<file path="config.mk">
export PLATFORM = sky130hd
export DESIGN_NAME = seq_gen_1011
export DESIGN_NICKNAME = d
export VERILOG_FILES = /design/src/rtl/seq_pkg.sv /design/src/rtl/pattern_window.sv /design/src/rtl/seq_gen_1011.sv
export SDC_FILE = /design/constraint.sdc
export NUM_CORES = 1
export LEC_CHECK = 0
export BUFFER_PORTS_ARGS = -buffer_cell sky130_fd_sc_hd__buf_2
export CORE_ASPECT_RATIO = 1.2
export CORE_UTILIZATION = 60
export DETAILED_ROUTE_END_ITERATION = 6
export PLACE_DENSITY = 0.83
export SLEW_MARGIN = 20
export SYNTH_ARGS = -nofsm -noshare
export SYNTH_HDL_FRONTEND = slang
export SYNTH_HIERARCHICAL = 1
export SYNTH_SLANG_ARGS = --single-unit
</file>
<file path="constraint.sdc">
create_clock -name clk -period 3.4 [get_ports clk]
set_clock_uncertainty 0.2 [all_clocks]
set_input_delay 0.34 -clock clk [delete_from_list [all_inputs] [get_ports clk]]
set_output_delay 0.34 -clock clk [all_outputs]
set_load 0.01 [all_outputs]
</file>
<file path="src/rtl/seq_pkg.sv">
// Shared types and defaults for the 1011 stimulus generator.
// Imported by the generator top and its window sub-block.
package seq_pkg;
  typedef enum logic [1:0] {
    IDLE,
    SHIFT,
    GAP,
    FIN
  } state_e;

  localparam int SEQ_PAT_W = 4;
  localparam logic [SEQ_PAT_W-1:0] SEQ_PATTERN = 4'b1011;
endpackage

</file>
<file path="src/rtl/pattern_window.sv">
// Sliding window over emitted stream bits plus pattern compare.
// Match includes the bit presented this cycle (Mealy timing).
module pattern_window
  import seq_pkg::*;
#(
  parameter int                PAT_W   = SEQ_PAT_W,
  parameter logic [PAT_W-1:0]  PATTERN = SEQ_PATTERN
) (
  input  logic clk,
  input  logic areset_n,
  input  logic clr,
  input  logic shift_en,
  input  logic bit_in,
  output logic match
);

  // Oldest bit falls out at the shift, so only PAT_W-1 bits are kept.
  logic [PAT_W-2:0] win_q, win_d;

  always_comb begin
    win_d = win_q;
    if (clr) begin
      win_d = '0;
    end else if (shift_en) begin
      win_d = (win_q << 1) | (PAT_W-1)'(bit_in);
    end
  end

  always_ff @(posedge clk) begin
    if (!areset_n) begin
      win_q <= '0;
    end else begin
      win_q <= win_d;
    end
  end

  assign match = shift_en & ({win_q, bit_in} == PATTERN);

endmodule

</file>
<file path="src/rtl/seq_gen_1011.sv">
// Serial burst generator for the 1011 detector, with expected
// match flag and saturating match count for direct comparison.
module seq_gen_1011
  import seq_pkg::*;
#(
  parameter int               PAT_W   = SEQ_PAT_W,
  parameter logic [PAT_W-1:0] PATTERN = SEQ_PATTERN,
  parameter int               CNT_W   = 8,
  parameter int               GAP_W   = 4
) (
  input  logic             clk,
  input  logic             areset_n,
  input  logic             start,
  input  logic [CNT_W-1:0] rep,
  input  logic [GAP_W-1:0] gap,
  output logic             ready,
  output logic             x,
  output logic             x_valid,
  output logic             done,
  output logic             exp_match,
  output logic [CNT_W-1:0] match_cnt
);

  localparam int IDX_W = (PAT_W > 1) ? $clog2(PAT_W) : 1;
  localparam logic [IDX_W-1:0] IDX_LAST = IDX_W'(PAT_W - 1);

  state_e           state_q, state_d;
  logic [IDX_W-1:0] idx_q, idx_d;
  logic [CNT_W-1:0] rem_q, rem_d;
  logic [CNT_W-1:0] cnt_q, cnt_d;
  logic [GAP_W-1:0] gap_q, gap_d;
  logic [GAP_W-1:0] gcnt_q, gcnt_d;
  logic             win_clr;
  logic             cnt_clr;

  always_comb begin
    state_d = state_q;
    idx_d   = idx_q;
    rem_d   = rem_q;
    gap_d   = gap_q;
    gcnt_d  = gcnt_q;
    win_clr = 1'b0;
    cnt_clr = 1'b0;
    ready   = 1'b0;
    x       = 1'b0;
    x_valid = 1'b0;
    done    = 1'b0;
    unique case (state_q)
      IDLE, FIN: begin
        ready   = 1'b1;
        done    = (state_q == FIN);
        state_d = IDLE;
        if (start) begin
          cnt_clr = 1'b1;
          if (rep != '0) begin
            rem_d   = rep;
            gap_d   = gap;
            idx_d   = IDX_LAST;
            win_clr = 1'b1;
            state_d = SHIFT;
          end else begin
            state_d = FIN;
          end
        end
      end
      SHIFT: begin
        x       = PATTERN[idx_q];
        x_valid = 1'b1;
        if (idx_q == '0) begin
          rem_d = rem_q - CNT_W'(1);
          idx_d = IDX_LAST;
          if (rem_q == CNT_W'(1)) begin
            state_d = FIN;
          end else if (gap_q != '0) begin
            gcnt_d  = gap_q;
            state_d = GAP;
          end
        end else begin
          idx_d = idx_q - IDX_W'(1);
        end
      end
      GAP: begin
        x_valid = 1'b1;
        gcnt_d  = gcnt_q - GAP_W'(1);
        if (gcnt_q == GAP_W'(1)) begin
          state_d = SHIFT;
        end
      end
      default: state_d = IDLE;
    endcase
  end

  always_comb begin
    cnt_d = cnt_q;
    if (cnt_clr) begin
      cnt_d = '0;
    end else if (exp_match && cnt_q != '1) begin
      cnt_d = cnt_q + CNT_W'(1);
    end
  end

  always_ff @(posedge clk) begin
    if (!areset_n) begin
      state_q <= IDLE;
      idx_q   <= '0;
      rem_q   <= '0;
      gap_q   <= '0;
      gcnt_q  <= '0;
      cnt_q   <= '0;
    end else begin
      state_q <= state_d;
      idx_q   <= idx_d;
      rem_q   <= rem_d;
      gap_q   <= gap_d;
      gcnt_q  <= gcnt_d;
      cnt_q   <= cnt_d;
    end
  end

  pattern_window #(
    .PAT_W   (PAT_W),
    .PATTERN (PATTERN)
  ) u_win (
    .clk      (clk),
    .areset_n (areset_n),
    .clr      (win_clr),
    .shift_en (x_valid),
    .bit_in   (x),
    .match    (exp_match)
  );

  assign match_cnt = cnt_q;

endmodule

</file>
==> impl_metrics.py, run 1 <==
metrics = {
    "status": {
        "status": "finished clean",
    },
    "timing": {
        "slew_headroom": 0.5826,
        "slew_viol_final": 0,
        "rsz0062_at_grt": "false",
        "hold_viol": 0,
        "setup_viol": 0,
        "fmax_ghz": 0.3905,
        "tightest_slew_ns": 0.6213,
        "fin_crit_ns": 2.561,
        "fin_setup_tns_ns": 0,
        "period_share": 0.7533,
        "worst_hold_slack_ns": 0.04899,
    },
    "synth": {
        "ys_async_sr_fraction": 0,
        "synth_xor_xnor_area_share": 0.01842,
        "ys_seq_area_frac": 0.3263,
        "ys_ff_latch": 31,
        "synthAdderAreaFrac": 0.06579,
        "yosysTopAreaCell": "dfxtp_1",
        "yosysUniqueCellTypes": 48,
        "postSynthAreaPerCell_um2": 8.127,
        "synth_top_area_share": 0.3263,
        "yosys-top-cells-area": "dfxtp_1 33%, ha_1 6.6%, nand2_1 5.9%, a21oi_1 3.9%, nor2_1 3.8%",
        "syn-instance-count": 234,
        "synth.cell_area_um2": 1902,
        "yosysWarnings": 6,
        "syn-num-nets": 259,
        "synth_edf_count": 0,
        "synth_compound_area_frac": 0.2401,
        "synth.area.mux_share": 0.03684,
        "synth_top_family_by_area": "simple AND/OR/NAND/NOR gates",
        "yosys.area_share.simple": 0.2599,
        "ys.flop_type": "dfxtp_1",
    },
    "detailed_routing": {
        "drt-total-wl_um": 4393,
        "viasPerCell": 6.263,
        "vias": 1860,
        "detail-route-antenna-nets": 0,
        "wl_per_cell_um": 14.79,
        "drt_iter0_drc": 59,
        "dr.pass1.iters": 4,
        "post-route-drc-count": 0,
    },
    "flow_run": {
        "cap_violations": 0,
    },
    "floorplanning": {
        "die_w_um": 53.40,
        "die_area_um2": 3400,
        "die_y_um": 63.68,
        "core_area_um2": 3028,
        "start_util": 0.6281,
        "io_pins": 28,
        "row_count": 22,
    },
    "clock_network": {
        "clk_pin_slew_ns": 0.09,
        "cts_resized": 0,
        "h-tree-depth": 2,
        "post-cts-setup-buffers": 0,
        "clkSinkCount": 31,
        "clk_latency_ns": 0.32,
        "cts_buffers": 5,
        "cts-root-buf": "clkbuf_4",
        "ctsHoldBuffers": 0,
        "tritoncts": "done",
        "clock_path_buffers": 2,
    },
    "worst_setup_path": {
        "cp_max_fo": 13,
        "crit_required_ns": 2.86,
        "cp-endpoint": "exp_match",
        "cp-start-kind": "flop",
        "r2r_start": "state_q[0]",
        "reg2regPathDepth": 9,
        "crit_arrival_ns": 2.02,
        "crit_path_end_kind": "output pin",
        "r2r_slack_ns": 0.86,
        "timing.rr.end": "match_cnt[5]",
        "crit_start": "state_q[0]",
        "criticalPathCategory": "flop to output pin",
    },
    "pwr": {
        "ir_drop_mv": 0.7465,
        "p_seq_frac": 0.308,
        "p_leak_uw": 0.0008381,
        "swShare": 0.4557,
        "p_comb_frac": 0.567,
        "p_clk_frac": 0.125,
        "switching_power_uw": 794.3,
        "cellPowerDensity_nw_per_um2": 824.7,
        "internal_power_uw": 948.6,
    },
    "global_routing": {
        "grt_pass1_vias": 1652,
        "grt_pass1_wl_um": 7196,
        "antenna_found_initial": 0,
        "grtUsageTotal": 0.2846,
        "gr-total-overflow": 0,
        "grt_max_degree": 18,
    },
    "place": {
        "globalplace.congestion": 0.9039,
        "io_buffers": 27,
        "hpwl_um": 3216,
    },
    "final_layout": {
        "layout-drive-gt1-share": 0.1686,
        "areaGrowthSynthToFinish_pct": 11.12,
        "diodes": 0,
        "fin_nets": 286,
        "final_cell_mix": "31 x dfxtp_1, 30 x nand2_1, 27 x buf_2",
        "num-fill-cells": 259,
        "layout_commonest_cell": "dfxtp_1",
    },
    "worst_hold_path": {
        "hp-class": "input port to flop",
    },
}
## area by class of cell
class                   count  area [um^2]  area share
clock buffers               6        51.30     0.02427
clock inverters             1        5.005    0.002368
inverters                  16        60.06     0.02842
multi-input cells         178         1181      0.5589
flip-flops and latches     31        620.6      0.2937
well taps                  36        45.04     0.02131
repair buffers             29        150.1     0.07105
## cells in the mapped netlist, types with 5 or more instances
library cell,count
ha_1,10
mux2i_1,7
nand3_1,6
nand2_1,30
a22oi_1,5
nor2b_1,6
nor2_1,19
a21oi_1,15
nor3_1,6
inv_1,16
o32ai_1,7
dfxtp_1,31
a211oi_1,8
clkbuf_1,6
## metrics by stage
stage | setup WS [ns] | cell area, um^2 | instances | total power [uW] | utilization
5_1_grt | 0.6459 | 2113 | 297 | 1874 | 0.6979
3_3_place_gp | 0.9381 | 2057 | 290 | 1505 | 0.6793
6_report | 0.8389 | 2113 | 297 | 1743 | 0.6979
3_5_place_dp | 0.8660 | 2057 | 290 | 1513 | 0.6793
2_1_floorplan | 0.8253 | 1902 | 234 | 1285 | -
4_1_cts | 0.8364 | 2113 | 297 | 1734 | 0.6979
## how the worst min path moves through the flow
stage	start	endpoint	slack, ns	cells past startpoint
after floorplan	rem_q[7]	rem_q[7]	0.25	2
after global routing	gap[2]	gap_q[2]	0.05	3
after detailed placement	gcnt_q[1]	gcnt_q[1]	0.28	2
after CTS	gap[3]	gap_q[3]	0.03	3
final	gap[3]	gap_q[3]	0.05	3
after global placement	gcnt_q[1]	gcnt_q[1]	0.28	2
## metal layers
metal,global-route usage,wire length [um],up-vias
li1,-,-,925
met1,0.3549,1939,861
met2,0.4469,2117,62
met3,0.06522,239,12
met4,0.1349,96,0
met5,0,0,-
## sequential cells by signal, indices dropped and copies added, names as in the netlist
signal and flops:
gap_q 4, rem_q 8, match_cnt 8, idx_q 2, gcnt_q 4, state_q 2
u_win/win_q 3
## power by group through the flow
stage	combinational, uW	sequential, uW	clock [uW]
2_1_floorplan	764	520	0
3_3_place_gp	964	540	0
3_5_place_dp	968	545	0
4_1_cts	973	535	226
5_1_grt	1090	550	238
6_report	988	538	217
## kinds of logic (layout without fill, tap and decap cells)
family | after synthesis | count (layout)
AND/OR/NAND/NOR | 94 | 94
AO/OA/AOI/OAI | 63 | 63
flip-flops | 31 | 31
buffers and inverters | 25 | 52
adder cells (fa/ha/maj) | 10 | 10
multiplexers | 7 | 7
XOR/XNOR | 4 | 4
## critical path, cell delays in order (launching register included)
cell	delay [ns]
dfxtp_1	0.39
inv_1	0.06
ha_1	0.44
inv_1	0.25
nand4_1	0.12
nor2_1	0.24
buf_2	0.19
Note: power is estimated with default switching activity, not from simulation.
==> inputs of run 2 (changes only) <==
--- a/config.mk
+++ b/config.mk
@@ -7,9 +7,9 @@
 export LEC_CHECK = 0
 export BUFFER_PORTS_ARGS = -buffer_cell sky130_fd_sc_hd__buf_2
 export CORE_ASPECT_RATIO = 1.2
-export CORE_UTILIZATION = 60
+export CORE_UTILIZATION = 51
 export DETAILED_ROUTE_END_ITERATION = 6
-export PLACE_DENSITY = 0.83
+export PLACE_DENSITY = 0.75
 export SLEW_MARGIN = 20
 export SYNTH_ARGS = -nofsm -noshare
 export SYNTH_HDL_FRONTEND = slang
==> constraint.sdc (replaced) <==
create_clock -name clk -period 2.2 [get_ports clk]
set_clock_uncertainty 0.2 [all_clocks]
set_input_delay 0.22 -clock clk [delete_from_list [all_inputs] [get_ports clk]]
set_output_delay 0.22 -clock clk [all_outputs]
set_load 0.01 [all_outputs]
==> run 2 against run 1 <==
Against the previous run:
- the run now ends with design-rule violations left
- sequential power rose by 56%
- die area rose by 17%
- clock power rose by 110%
- clock-buffer cell count did not move
- worst hold slack improved by 0.045 ns
- critical path depth rose by 3
- core utilization fell by 1.7 points
- non-clock buffer count rose by 17
- wire length rose by 8.6%
- critical endpoint is now match_cnt[5]
==> impl_metrics.py, run 2 (synthesized netlist as in run 1, its figures left out) <==
metrics = {
    "global_routing": {
        "grt_pass1_vias": 1729,
        "grtUsageTotal": 0.2587,
        "antenna_found_initial": 0,
        "grt_pass1_wl_um": 7672,
        "gr-total-overflow": 0,
        "grt_max_degree": 15,
    },
    "pwr": {
        "p_leak_uw": 0.0009324,
        "finalPower_uw": 3113,
        "ir_drop_mv": 0.6875,
        "cellPowerDensity_nw_per_um2": 1324,
    },
    "place": {
        "globalplace.congestion": 0.9088,
        "io_buffers": 27,
        "hpwl_um": 3473,
        "preCtsSetupSlack_ns": 0.01351,
    },
    "final_layout": {
        "diodes": 0,
        "areaGrowthSynthToFinish_pct": 23.68,
        "num-fill-cells": 315,
        "layout_commonest_cell": "nand2_1",
        "multiInputGateArea_um2": 1235,
        "final_cell_mix": "30 x nand2_1, 28 x dfxtp_1, 27 x buf_2",
        "regArea_um2": 626.9,
        "fin_nets": 303,
        "layout-drive-gt1-share": 0.2518,
    },
    "clock_network": {
        "tritoncts": "done",
        "clk_pin_slew_ns": 0.06,
        "clkSinkCount": 31,
        "cts-root-buf": "clkbuf_8",
        "clock_path_buffers": 2,
        "cts_buffers": 5,
        "clk_latency_ns": 0.28,
        "h-tree-depth": 2,
    },
    "floorplanning": {
        "die_area_um2": 3978,
        "start_util": 0.5507,
        "io_pins": 28,
        "die_y_um": 68.90,
        "core_area_um2": 3453,
        "die_w_um": 57.75,
        "row_count": 23,
    },
    "worst_setup_path": {
        "crit_arrival_ns": 2.06,
        "r2r_start": "state_q[1]",
        "criticalPathCategory": "flop to flop",
        "crit_path_end_kind": "flop",
        "reg2regPathDepth": 9,
        "timing.rr.end": "match_cnt[5]",
        "cp_max_fo": 7,
        "crit_start": "state_q[1]",
        "r2r_slack_ns": 0.10,
        "cp-start-kind": "flop",
        "crit_required_ns": 2.17,
    },
    "worst_hold_path": {
        "hp-class": "input port to flop",
        "min_to": "idx_q[0]",
        "whs_path_depth": 2,
        "hold_start": "areset_n",
    },
    "detailed_routing": {
        "viasPerCell": 6.038,
        "post-route-drc-count": 3,
        "drt_iter0_drc": 145,
        "detail-route-antenna-nets": 0,
        "drt-total-wl_um": 4771,
        "wl_per_cell_um": 15.15,
        "dr.pass1.iters": 7,
        "vias": 1902,
    },
    "timing": {
        "fin_crit_ns": 2.095,
        "period_share": 0.9523,
        "fin_ws_ns": 0.1049,
        "rsz0062_at_grt": "true",
        "slew_viol_final": 0,
        "fmax_ghz": 0.4773,
        "setup_viol": 0,
        "tightest_slew_ns": 0.5357,
        "slew_headroom": 0.6401,
        "hold_viol": 0,
    },
    "status": {
        "status": "finished with violations",
        "violations": "design-rule violations",
    },
    "flow_run": {
        "cap_violations": 0,
    },
}
## run 2: cell types whose count changed in the layout (fill, tap and decap cells not counted), moves of 2 or more
cell and delta:
clkbuf_8 +5, dfxtp_2 +2, nor2_1 -2, buf_4 +12
inv_1 -3, nor2_4 +2, clkbuf_4 -5, inv_2 +2
ha_1 -3, dlygate4sd3_1 +4, ha_4 +2, dfxtp_1 -3
## run 2: per-stage QoR
stage	instance area [um^2]	hold slack, ns	cells	TNS, ns	util
final	2352	0.09370	315	0	0.6812
after global routing	2352	0.08941	315	-0.01919	0.6812
after CTS	2305	0.09649	313	0	0.6674
after detailed placement	2172	0.2660	302	0	0.6290
after global placement	2172	0.2634	302	0	0.6290
after floorplan	1936	0.1560	234	0	-
## run 2: worst max-delay path, stage by stage, from the launching register on
cell and delay (ns):
dfxtp_2 0.33, buf_6 0.12, ha_4 0.27, clkinv_4 0.06
nand4_1 0.14, nor2_4 0.15, nand4_1 0.19, a311oi_2 0.32
xnor2_1 0.14, nor2_1 0.06
## run 2: report_power, final
part           switching [uW]  internal (uW)
Sequential                143            697
Clock                     201            245
Combinational             987            841
Total                    1330           1780
## run 2: what timing repair did
item | CTS | global route
pin swaps | 0 | 8
gates resized for setup | 1 | 13
setup endpoints to repair | 1 | 14
setup buffers | 0 | 2
hold buffers | 4 | 0
endpoints found under the hold margin | 4 | 0
## run 2: worst max-delay path by stage
stage	endpoint	slack, ns	cells after the start
final	match_cnt[5]	0.10	9
after global routing	match_cnt[5]	-0.02	9
after CTS	match_cnt[5]	0.02	9
after detailed placement	match_cnt[4]	0.01	9
after global placement	match_cnt[4]	0.11	9
after floorplan	match_cnt[4]	0.02	10
## run 2: layout make-up
cell class / count / area share
timing repair buffer: 46 / 0.1239
clock buffer: 6 / 0.03511
clock inverter: 1 / 0.002128
multi-input combinational: 178 / 0.5250
inverter: 16 / 0.02766
sequential: 31 / 0.2665
tap: 37 / 0.01968
## run 2: layer usage
layer / track usage / vias to the layer above / wire [um]
met5: 0 / - / 0
met4: 0.1071 / 0 / 93
met3: 0.05970 / 8 / 228
met2: 0.4738 / 54 / 2336
met1: 0.2903 / 889 / 2112
li1: - / 951 / -
